===== src/rtl/instr_fetch.sv =====
// instr_fetch: single-outstanding instruction fetcher (IDLE/REQ/VALID) with branch redirect.
// Latency: word valid the cycle after mem_ack; two cycles from IDLE at best, one word per two cycles steady.
// Backpressure: stall holds the VALID word; dma_busy blocks new requests but never withdraws an issued one.
// Option macro FETCH_TIMEOUT_EN: abort a request after TIMEOUT_CYC cycles without mem_ack and pulse fetch_err.
module instr_fetch #(
  parameter int                ADDR_W      = 10,
  parameter logic [ADDR_W-1:0] RESET_PC    = '0,
  parameter int                TIMEOUT_CYC = 255
) (
  input  logic              clk,
  input  logic              rst_n,
  input  logic              dma_busy,
  output logic              mem_req,
  output logic [ADDR_W-1:0] mem_addr,
  input  logic              mem_ack,
  input  logic [31:0]       mem_rdata,
  input  logic              stall,
  input  logic              branch_valid,
  input  logic [ADDR_W-1:0] branch_target,
  output logic              instr_valid,
  output logic [31:0]       instr,
  output logic [5:0]        opcode,
  output logic [ADDR_W-1:0] pc_out,
  output logic              fetch_err
);

  typedef enum logic [1:0] {
    S_IDLE  = 2'd0,
    S_REQ   = 2'd1,
    S_VALID = 2'd2
  } state_t;

  state_t            state;
  state_t            state_nxt;
  logic [ADDR_W-1:0] pc;
  logic [ADDR_W-1:0] addr_q;
  logic              branch_pend;
  logic [31:0]       instr_q;
  logic [ADDR_W-1:0] pc_out_q;
  logic              ack_take;
  logic              timeout_hit;

  // An ack is only accepted when no redirect is pending or arriving; otherwise the word is stale.
  assign ack_take = (state == S_REQ) && mem_ack && !branch_pend && !branch_valid;

`ifdef FETCH_TIMEOUT_EN
  localparam int TW = $clog2(TIMEOUT_CYC + 1);

  logic [TW-1:0] tcnt;
  logic          fetch_err_q;

  // Abort on the TIMEOUT_CYC-th REQ cycle that still has no ack; an ack in that cycle wins.
  assign timeout_hit = (state == S_REQ) && !mem_ack && (tcnt == TW'(TIMEOUT_CYC - 1));

  // Count REQ cycles from entry; cleared whenever REQ is not held over into the next cycle.
  always_ff @(posedge clk or negedge rst_n) begin
    if (!rst_n) begin
      tcnt        <= '0;
      fetch_err_q <= 1'b0;
    end else begin
      fetch_err_q <= timeout_hit;
      if ((state == S_REQ) && (state_nxt == S_REQ)) begin
        tcnt <= tcnt + 1'b1;
      end else begin
        tcnt <= '0;
      end
    end
  end

  assign fetch_err = fetch_err_q;
`else
  logic unused_timeout;

  // Without the timeout option a request waits for its ack forever and never reports an error.
  assign timeout_hit    = 1'b0;
  assign fetch_err      = 1'b0;
  assign unused_timeout = (TIMEOUT_CYC != 0);
`endif

  // State register; reset lands in IDLE immediately so mem_req drops without waiting for a clock.
  always_ff @(posedge clk or negedge rst_n) begin
    if (!rst_n) begin
      state <= S_IDLE;
    end else begin
      state <= state_nxt;
    end
  end

  // Next-state: redirects win over starting a request; an issued request ends only on ack or timeout.
  always_comb begin
    state_nxt = state;
    case (state)
      S_IDLE: begin
        if (!branch_valid && !dma_busy) begin
          state_nxt = S_REQ;
        end
      end
      S_REQ: begin
        if (mem_ack) begin
          state_nxt = ack_take ? S_VALID : S_IDLE;
        end else if (timeout_hit) begin
          state_nxt = S_IDLE;
        end
      end
      S_VALID: begin
        if (branch_valid) begin
          state_nxt = S_IDLE;
        end else if (!stall) begin
          state_nxt = dma_busy ? S_IDLE : S_REQ;
        end
      end
      default: state_nxt = S_IDLE;
    endcase
  end

  // Moore outputs decoded purely from the state register.
  always_comb begin
    mem_req     = 1'b0;
    instr_valid = 1'b0;
    case (state)
      S_REQ:   mem_req     = 1'b1;
      S_VALID: instr_valid = 1'b1;
      default: ;
    endcase
  end

  // PC, issued-address latch, pending-branch flag and the instruction output registers.
  always_ff @(posedge clk or negedge rst_n) begin
    if (!rst_n) begin
      pc          <= RESET_PC;
      addr_q      <= RESET_PC;
      branch_pend <= 1'b0;
      instr_q     <= '0;
      pc_out_q    <= '0;
    end else begin
      if (branch_valid) begin
        pc <= branch_target;
      end else if (ack_take) begin
        pc <= pc + 1'b1;
      end

      // Latch the address only when a request starts so a mid-request redirect cannot move it.
      if ((state != S_REQ) && (state_nxt == S_REQ)) begin
        addr_q <= pc;
      end

      if (state == S_REQ) begin
        if (mem_ack || timeout_hit) begin
          branch_pend <= 1'b0;
        end else if (branch_valid) begin
          branch_pend <= 1'b1;
        end
      end else begin
        branch_pend <= 1'b0;
      end

      if (ack_take) begin
        instr_q  <= mem_rdata;
        pc_out_q <= pc;
      end
    end
  end

  assign mem_addr = addr_q;
  assign instr    = instr_q;
  assign opcode   = instr_q[31:26];
  assign pc_out   = pc_out_q;

endmodule


===== config.mk =====
export PLATFORM = sky130hd
export DESIGN_NAME = instr_fetch
export DESIGN_NICKNAME = d
export VERILOG_FILES = /design/src/rtl/instr_fetch.sv
export SDC_FILE = /design/constraint.sdc
export NUM_CORES = 1
export LEC_CHECK = 0
export BUFFER_PORTS_ARGS = -buffer_cell sky130_fd_sc_hd__buf_4
export CORE_AREA = 2 2 83 85
export DETAILED_ROUTE_END_ITERATION = 6
export DIE_AREA = 0 0 85 87
export HOLD_SLACK_MARGIN = 0.15
export PLACE_DENSITY_LB_ADDON = 0.12
export REMOVE_ABC_BUFFERS = 1
export SYNTH_ARGS = -nofsm -noshare
export SYNTH_HDL_FRONTEND = slang
export SYNTH_SLANG_ARGS = --single-unit

===== constraint.sdc =====
create_clock -name clk -period 1.6 [get_ports clk]
set_input_delay 0 -clock clk [delete_from_list [all_inputs] [get_ports clk]]
set_output_delay 0 -clock clk [all_outputs]
set_load 0.005 [all_outputs]

After elaboration in Yosys (flattened, before gate mapping) --
Index checks and enable logic that the tools add are counted.
Cells by class: add/sub/neg operators 1, equality and inequality tests 5, mux-type cells 14, reduce and logical (&&, ||, !) cells 10
Operators with widths (count):
- $mux W10 | 2
- $add A10 B1 Y10 const B | 1
- $mux W2 | 5
- $mux W1 | 6
- $pmux W2 S3 | 1
- $logic_and A1 B1 Y1 | 5
- $eq A2 B1 Y1 const B | 2
- $logic_not A1 Y1 | 3
- $ne A3 B3 Y1 const B | 1
- $eq A2 B2 Y1 const B | 1
- $logic_not A2 Y1 | 1
- $ne A2 B1 Y1 const B | 1
- $reduce_bool A2 Y1 | 1
Word-level totals: register bits after elaboration 65, input port bits 48, output and inout port bits 61

Longest topological paths before layout --
Gate-level depths: netlist (run 1).
depth after elaboration 9, gate-level depth with buffers 5, gate-level depth less buffers 4

Worst setup path before layout (run 1) --
Ideal clock, no wire load.
path type flip-flop to flip-flop, start point reg state[1], end point reg instr_q[0], in the netlist instr[0], arrival time 1414 ps, required time 1475 ps, slack 62 ps, stages on the path, launching flop included 5, buffers on the path 1, path through dfrtp_1 nand4bb_1 nor2_1 buf_2 mux2_2
Between the ends: cells in the longest elaborated chain, start to end 4
Ends and longest elaborated chain:
- from (decl) | RTL line 33 | state_t state;
- from (signal assigned) | RTL line 85 | state <= state_nxt;
- $eq A2 B1 Y1 | RTL line 44 | assign ack_take = (state == S_REQ) && mem_ack && !branch_pend && !branch_valid;
- $logic_and A1 B1 Y1 (3 in series) | RTL line 44
- to (signal assigned) | RTL line 158 | instr_q <= mem_rdata;
- to (decl) | RTL line 38 | logic [31:0] instr_q;
Every way passes these cells. A chain may end at the register's enable or synchronous reset.

Worst setup path after layout (run 1) --
start point reg state[1], end point reg pc_out_q[5], in the netlist pc_out[5]
Between the ends: cells in the longest elaborated chain, start to end 4
Ends and longest elaborated chain:
- $eq A2 B1 Y1 | RTL line 44
- $logic_and A1 B1 Y1 (3 in series) | RTL line 44
- to (signal assigned) | RTL line 159 | pc_out_q <= pc;
- to (decl) | RTL line 39 | logic [ADDR_W-1:0] pc_out_q;
Every way passes these cells.

==> results of run 1 <==
## worst paths after layout
check                            end  startpoint  depth (start not counted)  slack (ns)
min in group clk            state[0]    dma_busy                          4        0.18
max in group asynchronous  instr[22]       rst_n                          3        0.57
setup reg to reg           pc_out[5]    state[1]                          5      -0.005
setup / recovery           pc_out[5]    state[1]                          5      -0.005
hold reg to reg            instr[15]   instr[15]                          1        0.51
hold / removal              state[0]       rst_n                          2        0.13
## routing by layer
layer / GRT usage [%] / up-vias
li1: - / 1044
met1: 24.3 / 1095
met2: 31.5 / 66
met3: 4.45 / 14
met4: 7.94 / 0
met5: 0 / -
## repair_timing
item,CTS,global route
pin swaps,1,3
cloned,1,0
hold buffers,53,0
setup endpoints to repair,43,47
gates resized for setup,2,2
buffers inserted,1,1
hold endpoints to repair,110,0
## report_power, final
group	total (W)	switching [W]	internal [W]
combinational	0.00185	0.000592	0.00126
sequential	0.00247	0.000302	0.00216
clock	0.00151	0.000628	0.000882
total	0.00583	0.00152	0.00431
## cell usage after synthesis, types with 2 or more instances
| cell | number | area (um2) |
|---|---|---|
| o21ai_0 | 3 | 15.0 |
| nand4_1 | 2 | 12.5 |
| o31ai_1 | 4 | 30.0 |
| a31oi_1 | 4 | 25.0 |
| nand3_1 | 8 | 40.0 |
| clkbuf_1 | 5 | 18.8 |
| inv_1 | 3 | 11.3 |
| nor2_1 | 6 | 22.5 |
| nor2b_1 | 2 | 12.5 |
| buf_2 | 6 | 30.0 |
| or4_1 | 8 | 60.1 |
| nand2_1 | 6 | 22.5 |
| mux2_2 | 52 | 586 |
| buf_4 | 7 | 52.6 |
| dfrtp_1 | 65 | 1630 |
| o211ai_1 | 3 | 22.5 |
## final cells by class
cell class / count / share of cell area, %
clock inverters: 6 / 2.10
inverters: 3 / 0.255
multi-input cells: 112 / 22.6
flip-flops and latches: 65 / 36.8
clock buffers: 10 / 2.89
repair buffers: 174 / 33.1
well taps: 80 / 2.27
## kinds of logic (layout without fill, tap and decap cells)
family          Yosys count  in the layout  synth area share, %
flops                    65             65                 60.1
mux                      53             53                 22.0
simple gates             38             38                 8.00
buf+inv                  21            193                 4.16
compound gates           18             18                 4.76
fa+ha+maj                 1              1                0.462
other cells               1              1                0.139
xor+xnor                  1              1                0.324
## through the flow
| step | TNS, ns | setup slack, ns | hold slack [ns] |
|---|---|---|---|
| 2_1_floorplan | -79.88 | -1.83 | -0.296 |
| 3_3_place_gp | 0 | 0.00217 | -0.0491 |
| 3_5_place_dp | -0.681 | -0.0264 | -0.0470 |
| 4_1_cts | -0.0307 | -0.0103 | 0.142 |
| 5_1_grt | -2.25 | -0.0686 | 0.176 |
| 6_report | -0.00470 | -0.00470 | 0.127 |
## state kept, by name, indices dropped and copies added, names as in the netlist
register and cells:
branch_pend 1, state 2, instr 32, pc_out 10, mem_addr 10, pc 10
## worst max-delay path: stages (launching register included)
cell and delay (ns):
dfrtp_1 0.42, nand4bb_4 0.22, buf_6 0.16, nor2_4 0.11
buf_12 0.21, mux2_2 0.36
==> flow_summary_export.csv, run 1 <==
group,metric,value,unit
finish,fin_cells,450,
min_path,hp-class,"input port to asynchronous set/reset pin",
sta,rsz0062_at_grt,"true",
yosys,syn_inst,198,
worst_setup_path,start_kind,"flip-flop",
grt,grt_max_degree,39,
power,finalPower,0.00583,W
yosys,ys_types,30,
grt,grt_first_pass_wirelength,11.0,mm
grt,grt_pass1_vias,2291,
finish,final_area,4420,um2
power,leakage,2.01,nW
finish,syn_to_final_growth,63.4,%
routing,drt_drc_violations_left,0,
grt,track_usage,19.1,%
routing,wl_met2,3.39,mm
clocking,root_buffer,"clkbuf_8",
floorplanning,die_h,87,um
power,power.density,1320,nW/um2
routing,drt_wl_total,6.77,mm
sta,fin_ws,-0.00470,ns
clocking,clockBufferDepth,2,
clocking,cts.clk_slew.worst_paths,0.07,ns
floorplanning,rows,30,
yosys,async_flop_share,100,%
routing,dr_total_vias,2219,
floorplanning,die_w,85,um
clocking,cts.sinks,65,
placed_design,dp.cells,379,
yosys,ys.flop_type,"dfrtp_1",
yosys,syn_area,2710,um2
finish,final_cell_mix,"buf_4 (118), dfrtp_1 (65), dlygate4sd3_1 (52), mux2_2 (51), clkbuf_8 (9)",
worst_setup_path,critPathMaxFanout,32,
worst_setup_path,cp.arrival,1.82,ns
yosys,synth_seq_cells,65,
worst_setup_path,worstSetupPathType,"flip-flop to flip-flop",
power,ir_drop,817,uV
floorplanning,initial_utilization,41.2,%
yosys,yosysWarningCount,0,
finish,final_nets,414,
routing,vias_per_cell,4.93,
finish,regArea,1630,um2
yosys,seq_area_frac_synth,60.1,%
floorplanning,core,6570,um2
finish,final_common_cell,"buf_4",
sta,fmax,623,MHz
placed_design,placed_cell_area,3630,um2
grt,grt_remaining_overflow,0,
outcome,violations,"negative setup slack",
worst_setup_path,crit_required,1.81,ns
routing,drt_pass1_iterations,4,
placed_design,dpl.hpwl,4.18,mm
routing,wl_met1,2.86,mm
finish,nFillCells,494,
routing,drtAntennaViolNets,0,
finish,multi_input_area,998,um2
outcome,status,"complete, but fails checks",
floorplanning,design.portCount,109,
sta,finalCritPeriodShare,100,%
routing,drt_iter0_markers,47,
placed_design,portBuffers,107,
yosys,synth.avg_cell_area,13.7,um2
placed_design,gp_congestion,0.764,
grt,antenna_found_initial,0,
sta,clock_skew,0.00535,ns
routing,routed-wl-met3,368,um
yosys,synth-edff-count,0,
routing,wire_per_inst,15.0,um
sta,setup_viol,1,
sta,finalHoldViolations,0,
finish,drive_above_1_share,52.4,%
worst_setup_path,end_kind,"flip-flop",
finish,fin_util,67.3,%
clocking,htreeDepth,3,
clocking,numCtsBuffers,9,
sta,period_needed,1.60,ns
routing,routed.top_layer,"met4",
sta,slew_violations,0,
clocking,clk_latency,0.33,ns
finish,antenna_cells,0,
floorplanning,die-area,7400,um2
clocking,cts_tree,"done",
flow_run,maxCapViolations,0,
(Power assumes the default switching activity.)
==> run 2: changes to the inputs <==
--- a/config.mk
+++ b/config.mk
@@ -10,7 +10,7 @@
 export DETAILED_ROUTE_END_ITERATION = 6
 export DIE_AREA = 0 0 85 87
 export HOLD_SLACK_MARGIN = 0.15
-export PLACE_DENSITY_LB_ADDON = 0.12
+export PLACE_DENSITY = 0.73
 export REMOVE_ABC_BUFFERS = 1
 export SYNTH_ARGS = -nofsm -noshare
 export SYNTH_HDL_FRONTEND = slang
==> run 2 against run 1 <==
  * The run now ends clean
  * Combinational power increased by 4%
  * Worst hold slack gained 0.072 ns
  * Count of clock-buffer cells in the layout grew 3
  * Critical path type unchanged
  * Highest routed layer unchanged
  * Core utilization grew 1.9 points
  * Clock power rose by 6%
  * Cell count rose by 2.0%
  * Flip-flop and latch count did not move
  * Sequential share of layout area decreased by 0.98 points
  * Via count grew 4.1%
  * Design area grew 2.8%
  * Register-to-register slack barely moved
==> flow_summary_export.csv, run 2 (synthesis gave the netlist of run 1 again) <==
group,metric,value,unit
power,leakage,2.08,nW
floorplanning,design.portCount,109,
worst_setup_path,crit_start,"branch_pend",
sta,whs,0.198,ns
sta,fmax,626,MHz
finish,final_cell_mix,"buf_4 (121), dfrtp_1 (64), dlygate4sd3_1 (54), mux2_2 (52), clkbuf_8 (12)",
outcome,status,"complete, no violations",
routing,drt_drc_violations_left,0,
clocking,root_buffer,"clkbuf_8",
floorplanning,die_w,85,um
finish,syn_to_final_growth,67.9,%
min_path,hp-class,"input port to asynchronous set/reset pin",
sta,setup_tns,0,ns
worst_setup_path,start_kind,"flip-flop",
clocking,cts_tree,"done",
finish,antenna_cells,0,
worst_setup_path,cp-endpoint,"pc_out[5]",
worst_setup_path,worstPathCellList,"nand4bb_4 > buf_6 > nor2_4 > buf_12 > mux2_2",
worst_setup_path,rrSetupSlack,0.003,ns
power,p_clk_share,26.6,%
grt,grt_pass1_vias,2346,
clocking,cts.clk_slew.worst_paths,0.07,ns
clocking,htreeDepth,3,
worst_setup_path,critical_path.slowest_cell,"dfrtp_1",
flow_run,maxCapViolations,0,
sta,rsz0062_at_grt,"true",
floorplanning,die-area,7400,um2
finish,fin_cells,459,
placed_design,dp.cells,382,
grt,grt_max_degree,41,
routing,drtAntennaViolNets,0,
sta,clock_skew,0.0107,ns
clocking,clk_latency,0.33,ns
finish,nFillCells,475,
power,ir_drop,854,uV
worst_setup_path,reg2regPathDepth,5,
sta,setup_viol,0,
power,swShare,26.0,%
finish,fin_util,69.2,%
routing,drt_pass1_iterations,4,
routing,wire_per_inst,16.6,um
finish,largest_reg_flops,32,
worst_setup_path,max_stage_delay,0.38,ns
power,power.density,1320,nW/um2
placed_design,dpl.hpwl,4.53,mm
sta,finalCritPeriodShare,99.8,%
routing,dr_total_vias,2311,
finish,final_nets,424,
grt,grt_first_pass_wirelength,11.7,mm
sta,finalHoldViolations,0,
worst_setup_path,r2r_start,"branch_pend",
floorplanning,rows,30,
power,power_frac_comb,32.0,%
power,p_int,0.00445,W
worst_setup_path,end_kind,"flip-flop",
clocking,cts.sinks,65,
placed_design,portBuffers,107,
floorplanning,core,6570,um2
clocking,numCtsBuffers,9,
finish,final_common_cell,"buf_4",
worst_setup_path,critPathMaxFanout,23,
worst_setup_path,crit_required,1.80,ns
finish,regArea,1630,um2
worst_setup_path,worstSetupPathType,"flip-flop to flip-flop",
power,pwr-share-seq,41.4,%
floorplanning,die_h,87,um
placed_design,gp_congestion,0.774,
power,p_switching,0.00156,W
grt,antenna_found_initial,0,
worst_setup_path,r2r_end,"pc_out[5]",
floorplanning,initial_utilization,41.2,%
sta,period_needed,1.60,ns
grt,track_usage,20.5,%
clocking,clockBufferDepth,2,
worst_setup_path,cp.arrival,1.80,ns
finish,multi_input_area,1000,um2
finish,drive_above_1_share,53.3,%
routing,drt_wl_total,7.61,mm
routing,vias_per_cell,5.03,
sta,slew_violations,0,
grt,grt_remaining_overflow,0,
routing,drt_iter0_markers,117,
run 2: worst min-delay path by stage:
stage,from,end,slack (ns),cells past startpoint
floorplan,rst_n,branch_pend,-0.30,0
global placement,rst_n,instr[1],-0.07,1
detailed placement,rst_n,instr[1],-0.07,1
CTS,rst_n,instr[1],0.18,3
global route,rst_n,instr[23],0.21,3
finish,rst_n,instr[9],0.20,3
run 2: critical path, delay by kind of cell, from the launching register on:
kind,cells,cell delay [ns]
muxes,1,0.35
and+or+nand+nor,2,0.37
buffers and inverters,2,0.35
DFF,1,0.38
run 2: area by class of cell:
cell class / instances / area share (%)
flip-flops and latches: 65 / 35.8
repair buffers: 184 / 34.6
multi-input cells: 112 / 22.1
clock buffers: 13 / 3.72
well taps: 80 / 2.20
clock inverters: 2 / 1.32
inverters: 3 / 0.248
run 2: per-stage QoR:
stage / instance area (um2) / power (W) / setup WS [ns]
after detailed placement: 3650 / 0.00426 / -0.0267
final: 4540 / 0.00602 / 0.00288
after global placement: 3650 / 0.00419 / 0.0214
after CTS: 4470 / 0.00599 / -0.000687
after global routing: 4540 / 0.00633 / -0.0426
after floorplan: 2600 / 0.00307 / -1.83
run 2: timing repair:
| action | 4_1_cts | 5_1_grt |
|---|---|---|
| setup buffers | 0 | 5 |
| hold buffers | 55 | 0 |
| gates cloned | 1 | 1 |
| gates resized for setup | 6 | 6 |
| pin swaps | 1 | 2 |
| hold endpoints to repair | 110 | 0 |
| setup endpoints to repair | 12 | 51 |
run 2: power groups by stage:
stage / clock network [W] / logic (W) / registers, W
floorplan: 0 / 0.000544 / 0.00252
global placement: 0 / 0.00172 / 0.00247
detailed placement: 0 / 0.00176 / 0.00250
CTS: 0.00162 / 0.00189 / 0.00247
global route: 0.00171 / 0.00206 / 0.00256
finish: 0.00160 / 0.00192 / 0.00249
run 2: metal layers:
metal / global-route usage, % / up-vias / part of all wire, %
li1: - / 1064 / -
met1: 25.9 / 1149 / 39
met2: 35.3 / 79 / 55
met3: 3.13 / 19 / 4.0
met4: 8.23 / 0 / 2.3
met5: 0 / - / 0
==> run 3: changes to the inputs <==
--- a/config.mk
+++ b/config.mk
@@ -6,11 +6,11 @@
 export NUM_CORES = 1
 export LEC_CHECK = 0
 export BUFFER_PORTS_ARGS = -buffer_cell sky130_fd_sc_hd__buf_4
-export CORE_AREA = 2 2 83 85
+export CORE_AREA = 2 2 81 83
+export CTS_BUF_LIST = sky130_fd_sc_hd__clkbuf_8
 export DETAILED_ROUTE_END_ITERATION = 6
-export DIE_AREA = 0 0 85 87
-export HOLD_SLACK_MARGIN = 0.15
-export PLACE_DENSITY = 0.73
+export DIE_AREA = 0 0 83 85
+export PLACE_DENSITY = 0.77
 export REMOVE_ABC_BUFFERS = 1
 export SYNTH_ARGS = -nofsm -noshare
 export SYNTH_HDL_FRONTEND = slang
==> run 3 against run 2 <==
  * The run now ends with negative setup slack left
  * Clock power shrank 13%
  * Register-to-register slack got worse by 0.06 ns
  * Critical path depth unchanged
  * Largest cell class unchanged
  * Worst hold slack lost 0.15 ns
  * Core utilization increased by 6.6 points
  * Flip-flop and latch count did not move
  * Sequential power is 2% higher
  * Wire length is 24% higher
==> flow_summary_export.csv, run 3 (synthesis gave the netlist of run 1 again) <==
group,metric,value,unit
floorplanning,die-area,7060,um2
clocking,htreeDepth,3,
routing,wl_met2,5.00,mm
floorplanning,core,6200,um2
finish,final_common_cell,"buf_4",
clocking,clk_latency,0.34,ns
routing,dr_total_vias,2438,
grt,grt_max_degree,37,
power,power.density,1320,nW/um2
worst_setup_path,critPathMaxFanout,9,
worst_setup_path,max_stage_delay,0.51,ns
worst_setup_path,cp.arrival,1.91,ns
worst_setup_path,r2r_start,"state[1]",
finish,final_area,4700,um2
routing,drt_drc_violations_left,0,
routing,wl_met1,3.44,mm
outcome,violations,"negative setup slack",
floorplanning,die_w,83,um
clocking,root_buffer,"clkbuf_8",
worst_setup_path,start_kind,"flip-flop",
worst_setup_path,crit_required,1.85,ns
min_path,hp-start,"branch_valid",
outcome,status,"complete, but fails checks",
finish,drive_above_1_share,55.8,%
placed_design,portBuffers,107,
power,leakage,2.21,nW
worst_setup_path,crit_start,"state[1]",
sta,rsz0062_at_grt,"true",
routing,vias_per_cell,5.42,
clocking,cts_tree,"done",
grt,grt_first_pass_wirelength,12.2,mm
finish,antenna_cells,0,
routing,drt_iter0_markers,186,
routing,routed-wl-met3,597,um
placed_design,place_ws,-0.0243,ns
grt,grt_pass1_vias,2421,
min_path,hp-class,"input port to flip-flop",
finish,nFillCells,372,
sta,finalCritPeriodShare,104,%
finish,final_cell_mix,"buf_4 (119), dfrtp_1 (64), dlygate4sd3_1 (46), mux2_4 (39), mux2_2 (13)",
routing,drt_wl_total,9.47,mm
worst_setup_path,end_kind,"flip-flop",
worst_setup_path,critical_path.slowest_cell,"or4_4",
floorplanning,rows,29,
placed_design,gp_congestion,0.804,
clocking,clockBufferDepth,2,
sta,slew_violations,0,
routing,drtAntennaViolNets,0,
flow_run,maxCapViolations,0,
sta,fin_ws,-0.0590,ns
routing,routed.top_layer,"met4",
grt,antenna_found_initial,0,
sta,period_needed,1.66,ns
worst_setup_path,cp_top_family,"simple AND/OR/NAND/NOR gates",
routing,wire_per_inst,21.0,um
clocking,cts.clk_slew.worst_paths,0.07,ns
routing,drt_pass1_iterations,4,
worst_setup_path,critPathBufInv,2,
sta,setup_viol,15,
sta,clock_skew,0.0101,ns
clocking,numCtsBuffers,9,
sta,finalHoldViolations,0,
grt,track_usage,22.5,%
finish,syn_to_final_growth,73.7,%
finish,final_nets,418,
finish,largest_reg_flops,32,
clocking,cts.sinks,65,
sta,fmax,603,MHz
worst_setup_path,worstPathCellList,"nand4bb_1 > buf_6 > buf_12 > or4_4 > a31oi_1",
placed_design,dpl.hpwl,4.38,mm
floorplanning,design.portCount,109,
grt,grt_remaining_overflow,0,
power,ir_drop,1060,uV
floorplanning,initial_utilization,43.6,%
placed_design,placed_cell_area,3630,um2
floorplanning,die_h,85,um
worst_setup_path,worstSetupPathType,"flip-flop to flip-flop",
## run 3: changes by cell type in the layout (fill, tap and decap cells not counted), moves of 3 or more
cell	before	now
or4_4	0	4
or4_1	8	4
dlygate4sd3_1	54	46
buf_12	3	6
mux2_4	0	39
mux2_2	52	13
## run 3: report_power, final
group / total [W] / internal [W] / switching, W
Combinational: 0.00226 / 0.00151 / 0.000743
Clock: 0.00139 / 0.000785 / 0.000606
Sequential: 0.00254 / 0.00217 / 0.000370
Total: 0.00619 / 0.00447 / 0.00172
## run 3: worst reg2reg max path: stages (launching register included)
cell and delay [ns]:
dfrtp_1 0.37, nand4bb_1 0.20, buf_6 0.15, buf_12 0.13
or4_4 0.51, a31oi_1 0.22
## run 3: through the flow
| step | cells | util, % | setup TNS [ns] | hold slack, ns | power, W |
|---|---|---|---|---|---|
| global placement | 377 | 58.6 | 0 | -0.0145 | 0.00418 |
| CTS | 446 | 71.5 | -0.590 | 0.0101 | 0.00578 |
| global route | 450 | 75.7 | -2.71 | 0.0755 | 0.00646 |
| finish | 450 | 75.7 | -0.319 | 0.0463 | 0.00619 |
| floorplan | 180 | - | -79.88 | -0.296 | 0.00307 |
| detailed placement | 377 | 58.6 | -0.452 | -0.0104 | 0.00425 |
## run 3: layer usage
metal	GRT usage [%]	up-vias
met4	11.2	0
li1	-	1053
met1	25.1	1205
met3	7.10	40
met5	0	-
met2	39.1	140
## run 3: final timing paths
check                         endpoint  slack [ns]  cells after the start
min                              pc[1]        0.05                      3
max in group asynchronous        pc[1]        0.87                      3
max reg2reg                      pc[5]       -0.06                      5
max                              pc[5]       -0.06                      5
min reg2reg                mem_addr[7]        0.51                      1
min in group asynchronous    instr[28]        0.17                      2
## run 3: final cells by class
class	instances	area [um2]	area share, %
Timing Repair Buffer	178	1610	34.3
Tap cell	77	96.3	2.05
Clock buffer	11	151	3.22
Inverter	3	11.3	0.240
Sequential cell	65	1630	34.6
Multi-Input combinational cell	112	1150	24.6
Clock inverter	4	43.8	0.932
## run 3: timing repair
action / 4_1_cts / 5_1_grt
hold buffers: 46 / 0
setup endpoints to repair: 34 / 58
setup buffers: 6 / 1
gates cloned: 2 / 3
endpoints found under the hold margin: 99 / 0
pin swaps: 2 / 12
gates resized for setup: 5 / 54
